[src/rtl/uart_tx_frm.sv]
// UART framing transmitter: splits one payload word into NCHAR characters (LSB first),
// each sent as start, data, optional parity, stop bits, with optional idle gap between characters.
module uart_tx_frm #(
  parameter int DATA_W   = 18,
  parameter int CHAR_W   = 8,
  parameter int NUM_STOP = 2,
  parameter int PARITY   = 0,
  parameter int GAP_BITS = 0,
  parameter int BAUD_DIV = 4
) (
  input  logic              clk,
  input  logic              rst_x,
  input  logic              tx_valid,
  output logic              tx_ready,
  input  logic [DATA_W-1:0] tx_data,
  output logic              tx_done,
  output logic              tx_busy,
  output logic              uart_sout
);

  localparam int NCHAR  = (DATA_W + CHAR_W - 1) / CHAR_W;
  localparam int SR_W   = NCHAR * CHAR_W;
  localparam int BAUD_W = $clog2(BAUD_DIV);
  localparam int BIT_W  = $clog2(CHAR_W);
  localparam int SG_W   = 4;
  localparam int CHR_W  = (NCHAR > 1) ? $clog2(NCHAR) : 1;

  typedef enum logic [2:0] {
    S_IDLE,
    S_START,
    S_DATA,
    S_PARITY,
    S_STOP,
    S_GAP
  } state_t;

  state_t            state_q, state_d;
  logic [BAUD_W-1:0] baud_q, baud_d;
  logic [BIT_W-1:0]  bit_q, bit_d;
  logic [SG_W-1:0]   sg_q, sg_d;
  logic [CHR_W-1:0]  chr_q, chr_d;
  logic [SR_W-1:0]   shift_q, shift_d;
  logic              sout_q, sout_d;
  logic              done_c;
  logic              bit_end;
  logic [CHAR_W-1:0] cur_chr;
  logic              par_bit;

  assign bit_end = (baud_q == BAUD_W'(BAUD_DIV - 1));

  always_comb begin
    state_d = state_q;
    baud_d  = baud_q;
    bit_d   = bit_q;
    sg_d    = sg_q;
    chr_d   = chr_q;
    shift_d = shift_q;
    done_c  = 1'b0;

    if (state_q != S_IDLE) begin
      baud_d = bit_end ? '0 : baud_q + BAUD_W'(1);
    end

    case (state_q)
      S_IDLE: begin
        if (tx_valid) begin
          state_d = S_START;
          baud_d  = '0;
          bit_d   = '0;
          sg_d    = '0;
          chr_d   = '0;
          shift_d = '0;
          shift_d[DATA_W-1:0] = tx_data;
        end
      end
      S_START: begin
        if (bit_end) begin
          state_d = S_DATA;
          bit_d   = '0;
        end
      end
      S_DATA: begin
        if (bit_end) begin
          if (bit_q == BIT_W'(CHAR_W - 1)) begin
            state_d = (PARITY != 0) ? S_PARITY : S_STOP;
            sg_d    = '0;
          end else begin
            bit_d = bit_q + BIT_W'(1);
          end
        end
      end
      S_PARITY: begin
        if (bit_end) begin
          state_d = S_STOP;
          sg_d    = '0;
        end
      end
      S_STOP: begin
        if (bit_end) begin
          if (sg_q == SG_W'(NUM_STOP - 1)) begin
            sg_d = '0;
            if (chr_q == CHR_W'(NCHAR - 1)) begin
              state_d = S_IDLE;
              done_c  = 1'b1;
            end else begin
              chr_d   = chr_q + CHR_W'(1);
              shift_d = shift_q >> CHAR_W;
              state_d = (GAP_BITS > 0) ? S_GAP : S_START;
            end
          end else begin
            sg_d = sg_q + SG_W'(1);
          end
        end
      end
      S_GAP: begin
        if (bit_end) begin
          if (sg_q == SG_W'(GAP_BITS - 1)) begin
            state_d = S_START;
            sg_d    = '0;
          end else begin
            sg_d = sg_q + SG_W'(1);
          end
        end
      end
      default: state_d = S_IDLE;
    endcase
  end

  // Line level is derived from the next state so the registered output lines up with it.
  always_comb begin
    cur_chr = shift_d[CHAR_W-1:0];
    par_bit = (^cur_chr) ^ (PARITY == 2);
    case (state_d)
      S_START:  sout_d = 1'b0;
      S_DATA:   sout_d = cur_chr[bit_d];
      S_PARITY: sout_d = par_bit;
      default:  sout_d = 1'b1;
    endcase
  end

  always_ff @(posedge clk or negedge rst_x) begin
    if (!rst_x) begin
      state_q <= S_IDLE;
      baud_q  <= '0;
      bit_q   <= '0;
      sg_q    <= '0;
      chr_q   <= '0;
      shift_q <= '0;
      sout_q  <= 1'b1;
    end else begin
      state_q <= state_d;
      baud_q  <= baud_d;
      bit_q   <= bit_d;
      sg_q    <= sg_d;
      chr_q   <= chr_d;
      shift_q <= shift_d;
      sout_q  <= sout_d;
    end
  end

  assign tx_ready  = (state_q == S_IDLE);
  assign tx_busy   = ~tx_ready;
  assign tx_done   = done_c;
  assign uart_sout = sout_q;

endmodule

[config.mk]
export PLATFORM = sky130hd
export DESIGN_NAME = uart_tx_frm
export DESIGN_NICKNAME = d
export VERILOG_FILES = /design/src/rtl/uart_tx_frm.sv
export SDC_FILE = /design/constraint.sdc
export NUM_CORES = 1
export LEC_CHECK = 0
export BUFFER_PORTS_ARGS = -buffer_cell sky130_fd_sc_hd__buf_2
export CAP_MARGIN = 20
export CORE_MARGIN = 2
export CORE_UTILIZATION = 57
export DETAILED_ROUTE_END_ITERATION = 7
export GPL_ROUTABILITY_DRIVEN = 0
export PLACE_DENSITY_LB_ADDON = 0.2
export SYNTH_ARGS = -nofsm -noshare
export SYNTH_HDL_FRONTEND = slang
export SYNTH_SLANG_ARGS = --single-unit
export TNS_END_PERCENT = 20
[constraint.sdc]
create_clock -name clk -period 3.05 [get_ports clk]
set_input_delay 0.305 -clock clk [delete_from_list [all_inputs] [get_ports clk]]
set_output_delay 0.305 -clock clk [all_outputs]
set_load 0.01 [all_outputs]
==> After elaboration in Yosys (flattened, before gate mapping) <==
Cells that the tools add are included.
{ "word_totals": {"wordCells": 88, "register_bits": 39, "inputBits": 21, "output_inout_bits": 4} }
{ "classes": {"muxes": 46, "addsub": 4, "n_reduce_logical": 7, "eq_ne": 21, "bitwise": 1, "magnitude_cmp": 1} }
{ "op_table": {"columns": ["operator", "count"], "rows": [
  ["2-to-1 mux 24 bit", 4],
  ["one-hot mux 24 bit (2 select lines)", 1],
  ["2-to-1 mux 3 bit", 13],
  ["2-to-1 mux 4 bit", 8],
  ["one-hot mux 4 bit (5 select lines)", 1],
  ["one-hot mux 3 bit (6 select lines)", 1],
  ["2-to-1 mux 2 bit", 8],
  ["!= test 2 bit, second input constant", 8],
  ["== test 3 x 2 -> 1 bit, second input constant", 4],
  ["== test 3 bit, second input constant", 3],
  ["one-hot mux 3 bit (3 select lines)", 1],
  ["parity 8 bit", 1],
  ["AND reduction 7 bit", 1],
  ["== test 3 x 1 -> 1 bit, second input constant", 2],
  ["2-to-1 mux 1 bit", 6],
  ["AND reduction 5 bit", 1],
  ["nonzero test 5 bit", 1],
  ["adder 2 x 1 -> 2 bit, second input constant", 2],
  ["adder 4 x 1 -> 4 bit, second input constant", 1],
  ["== test 2 bit, second input constant", 2],
  ["== test 4 x 1 -> 1 bit, second input constant", 1],
  ["== test 4 bit, second input constant", 1],
  ["less-than comparator 3 x 4 -> 1 bit, second input constant", 1],
  ["one-hot mux 2 bit (2 select lines)", 1],
  ["other kinds (7)", 7]
]} }

==> Longest topological paths before layout <==
{ "depth": {"depth_word": 8, "ltp_mapped": 10, "ltp_nobuf": 9} }

==> Worst setup path after synthesis <==
OpenSTA, ideal clock, no wires.
{ "synth_path": {"path_type": "register to register", "startpoint": "register baud_q[0]", "endpoint": "register sout_q (netlist: uart_sout)", "required_ns": 2.965, "n_path_buf": 2, "stages_incl_launch_ff": 11, "period_less_slack_ns": 2.189, "setup_ns": 0.085, "path_slack_ns": 0.861, "arrival_ns": 2.104, "path_cell_list": "dfrtp_1 -> ha_1 -> buf_2 -> nor2b_1 -> o21ai_0 -> or3_1 -> clkbuf_1 -> mux2i_1 -> o2111ai_1 -> nand3_1 -> o221ai_1"} }
{ "synth_via": {"elab_chain_len": 6, "elab_cells_between_ends": 19, "cone_classes": "eq/ne: 4; mux: 14; reduce/logical: 1"} }
{ "synth_rtl": {"columns": ["item", "line", "rtl"], "rows": [
  ["start: declaration", "38", "logic [BAUD_W-1:0] baud_q, baud_d;"],
  ["start signal: assignment", "152", "baud_q <= baud_d;"],
  ["== test 2 bit (*)", "49", "assign bit_end = (baud_q == BAUD_W'(BAUD_DIV - 1));"],
  ["2-to-1 mux 3 bit (on tied branches)", "83, 77", null],
  ["one-hot mux 3 bit (3 select lines) (*)", "64", "case (state_q)"],
  ["via bit_d[1]", "39", "logic [BIT_W-1:0] bit_q, bit_d;"],
  ["binary-select mux 1 bit (select 3 bit) (*)", "135", "S_DATA: sout_d = cur_chr[bit_d];"],
  ["2-to-1 mux 1 bit (implied by the code) (*)", "135", null],
  ["one-hot mux 1 bit (3 select lines) (*)", "133", "case (state_d)"],
  ["via sout_d", "43", "logic sout_q, sout_d;"],
  ["end signal: assignment", "157", "sout_q <= sout_d;"],
  ["end: declaration", "43", null]
]} }
Mark *: on every way through the listed nets, which the timed path passes. The rest lies on a longest branch. The select of a mux whose other input is x is not followed.
A chain may end at the register's enable or synchronous reset.

==> Worst setup path in the final report <==
{ "layout_path": {"startpoint": "register baud_q[0]", "endpoint": "register sout_q (netlist: uart_sout)"} }
{ "layout_via": {"elab_chain_len": 6, "elab_cells_between_ends": 19, "cone_classes": "eq/ne: 4; mux: 14; reduce/logical: 1"} }
{ "layout_rtl": {"columns": ["item", "line", "rtl"], "rows": [
  ["== test 2 bit (*)", "49", null],
  ["2-to-1 mux 24 bit (*)", "99", "if (bit_end) begin"],
  ["one-hot mux 24 bit (2 select lines) (*)", "64", null],
  ["via shift_d[1]", "42", "logic [SR_W-1:0] shift_q, shift_d;"],
  ["binary-select mux 1 bit (select 3 bit)", "135", null],
  ["2-to-1 mux 1 bit (implied by the code)", "135", null],
  ["one-hot mux 1 bit (3 select lines) (*)", "133", null],
  ["via sout_d", "43", null]
]} }
Marks and branches as above.

==> results.toml <==
[detailed_routing]
route.detailed.drc = 0
drt-total-wl_um = 4270
topRoutingLayerUsed = "met4"
routed_via_density = 6.28
num_vias = 1639
first_pass_iters = 4
met2WireLength_um = 2100
ant_nets = 0
wl_met1_um = 1790
wire_per_inst_um = 16.4
drtIter0Drc = 72
met3_length_um = 222

[placed_design]
hpwl_um = 3070
io_buffers = 24
dp_cells = 253
placed_area_um2 = 2080

[floorplanning]
die_h_um = 62.0
core_area_um2 = 3280
rows = 21
die-area_um2 = 3850
initial_core_util_pct = 58.4
io_pins = 25
die_w_um = 62.0

[timing]
maxClockFrequency_ghz = 0.358
rsz0062_at_grt = "no"
worstMarginPinSlew_ns = 0.739
fin_setup_tns_ns = 0
skew_ns = 0.00959
setup_viol = 0
slew_headroom_pct = 50.8
period_share_pct = 91.7
hold_violations = 0
hold_slack_ns = 0.0110
maxSlewViolCount = 0
finalCriticalPeriod_ns = 2.80

[synthesis]
synth_mux_area_share_pct = 1.63
async_flop_share_pct = 100
synth.avg_cell_area_um2 = 10.1
syn-num-nets = 216
synth_fa_ha_area_share_pct = 3.26
synth_top_flop_cell = "dfrtp_1"
synth_top_family_by_area = "compound AO/OA/AOI/OAI gates"
ys_types = 56
ys_ff_latch = 33
synth_compound_area_share_pct = 25.2
yosysSeqAreaShare_pct = 43.1
synth-simple-area-share_pct = 18.9
yosysWarnings = 0
synthCells = 190
synth_xor_area_share_pct = 3.19
synth_edf_count = 0
netlist_area_um2 = 1920

[clock_tree]
clockBufferDepth = 2
clk_latency_ns = 0.34
cts_hold_buffers = 0
root_buffer = "clkbuf_4"
clkTransAtPathRegs_ns = 0.11
htreeDepth = 2
cts_resized = 0
numCtsBuffers = 5
clkSinkCount = 33
cts_setup_buffers = 0
cts_tree = "yes"

[final_layout]
utilization_pct = 65.1
finalNetCount = 240
finalNonFillerCells = 261
n_fill_cell = 271
layout_commonest_cell = "dfrtp_1"
layout-drive-gt1-share_pct = 20.5
syn_to_final_growth_pct = 11.5
design_area_um2 = 2140
diodes = 0
final_cell_mix = "32 x dfrtp_1, 24 x buf_2, 17 x nand2_1"

[critical_path]
r2r_end = "uart_sout"
cp-startpoint = "baud_q[0]"
criticalPathCategory = "register to register"
cp-endpoint = "uart_sout"
crit_path_max_fanout = 17
critPathArrivalTime_ns = 3.05
crit-reg2reg-launch = "baud_q[0]"
r2r_cells = 8
startpoint_type = "register"
crit_path_end_kind = "register"
worst-r2r-setup-slack_ns = 0.25
cp.required_ns = 3.30

[outcome]
run_status = "finished, final reports clean"

[power_and_ir_drop]
leakagePower_nw = 0.970
ir_worst_vdd_uv = 523
p_per_area_nw_per_um2 = 879

[grt]
grt_use_total_pct = 25.9
grt_pass1_vias = 1583
grt_pass1_wl_um = 7160
grt_max_degree = 34
grt_overflow = 0
antenna_found_initial = 0

[worst_hold_path]
hold_class = "input port to async pin"

[run]
cap_violations = 0
-- worst min path at each step --
stage / start / end / slack (ns) / depth (start not counted)
after floorplan: rst_x / baud_q[0] / 0.009 / 0
after detailed placement: rst_x / shift_q[0] / 0.42 / 1
after global placement: rst_x / baud_q[1] / 0.40 / 1
final: rst_x / sg_q[2] / 0.01 / 1
after CTS: rst_x / shift_q[0] / 0.03 / 1
after global routing: rst_x / sg_q[2] / 0.07 / 1
-- metal layers --
metal / vias up / track usage, %
met5: - / 0
met4: 0 / 12.8
met3: 19 / 6.00
met2: 56 / 41.5
met1: 793 / 32.8
li1: 771 / -
-- logic make-up after synthesis --
family,count (synthesis)
muxes,3
and+or+nand+nor,58
DFF,33
AOI/OAI and AO/OA,63
buffers and inverters,21
adders and majority gates,5
xor gates and xnor gates,7
-- flip-flops by register name (all words and copies together), names as in the netlist --
name / cells
uart_sout: 1
chr_q: 2
sg_q: 4
state_q: 3
bit_q: 3
baud_q: 2
shift_q: 18
-- Yosys cell counts (5+ instances only) --
cell	n	area share, %
a22o_1	8	3.7
a221o_1	5	2.6
dfrtp_1	32	42
inv_1	9	1.8
nor2_1	7	1.4
a21oi_1	9	2.3
ha_1	5	3.3
o21ai_0	7	1.8
clkbuf_1	7	1.4
nand2_1	17	3.3
and3_1	6	2.0
o211ai_1	5	2.0
xnor2_1	7	3.2
-- power breakdown --
part	internal [mW]	switching, mW	total (mW)
registers	0.593	0.152	0.745
logic	0.407	0.462	0.869
clock network	0.113	0.153	0.266
total	1.11	0.768	1.88
-- worst max-delay path, stage by stage, from the launching register on --
cell,delay (ns)
dfrtp_1,0.39
ha_1,0.39
nor4bb_1,0.51
a21oi_2,0.33
a221o_1,0.42
xnor2_1,0.23
xnor2_1,0.17
xnor2_1,0.14
o221ai_1,0.14
-- through the flow --
stage	power (mW)	worst slack (ns)
final	1.88	0.253
after global routing	2.03	0.0416
after CTS	1.89	0.236
after detailed placement	1.62	0.244
after global placement	1.58	0.443
after floorplan	1.42	0.861
-- area by class of cell --
class | instances | area (µm²) | share of cell area, %
timing repair buffer | 29 | 158 | 7.37
clock buffer | 7 | 55.1 | 2.57
inverter | 9 | 33.8 | 1.58
sequential | 33 | 827 | 38.7
multi-input combinational | 136 | 1000 | 46.8
tap | 46 | 57.6 | 2.69
clock inverter | 1 | 7.51 | 0.351
(Power assumes the default switching activity.)
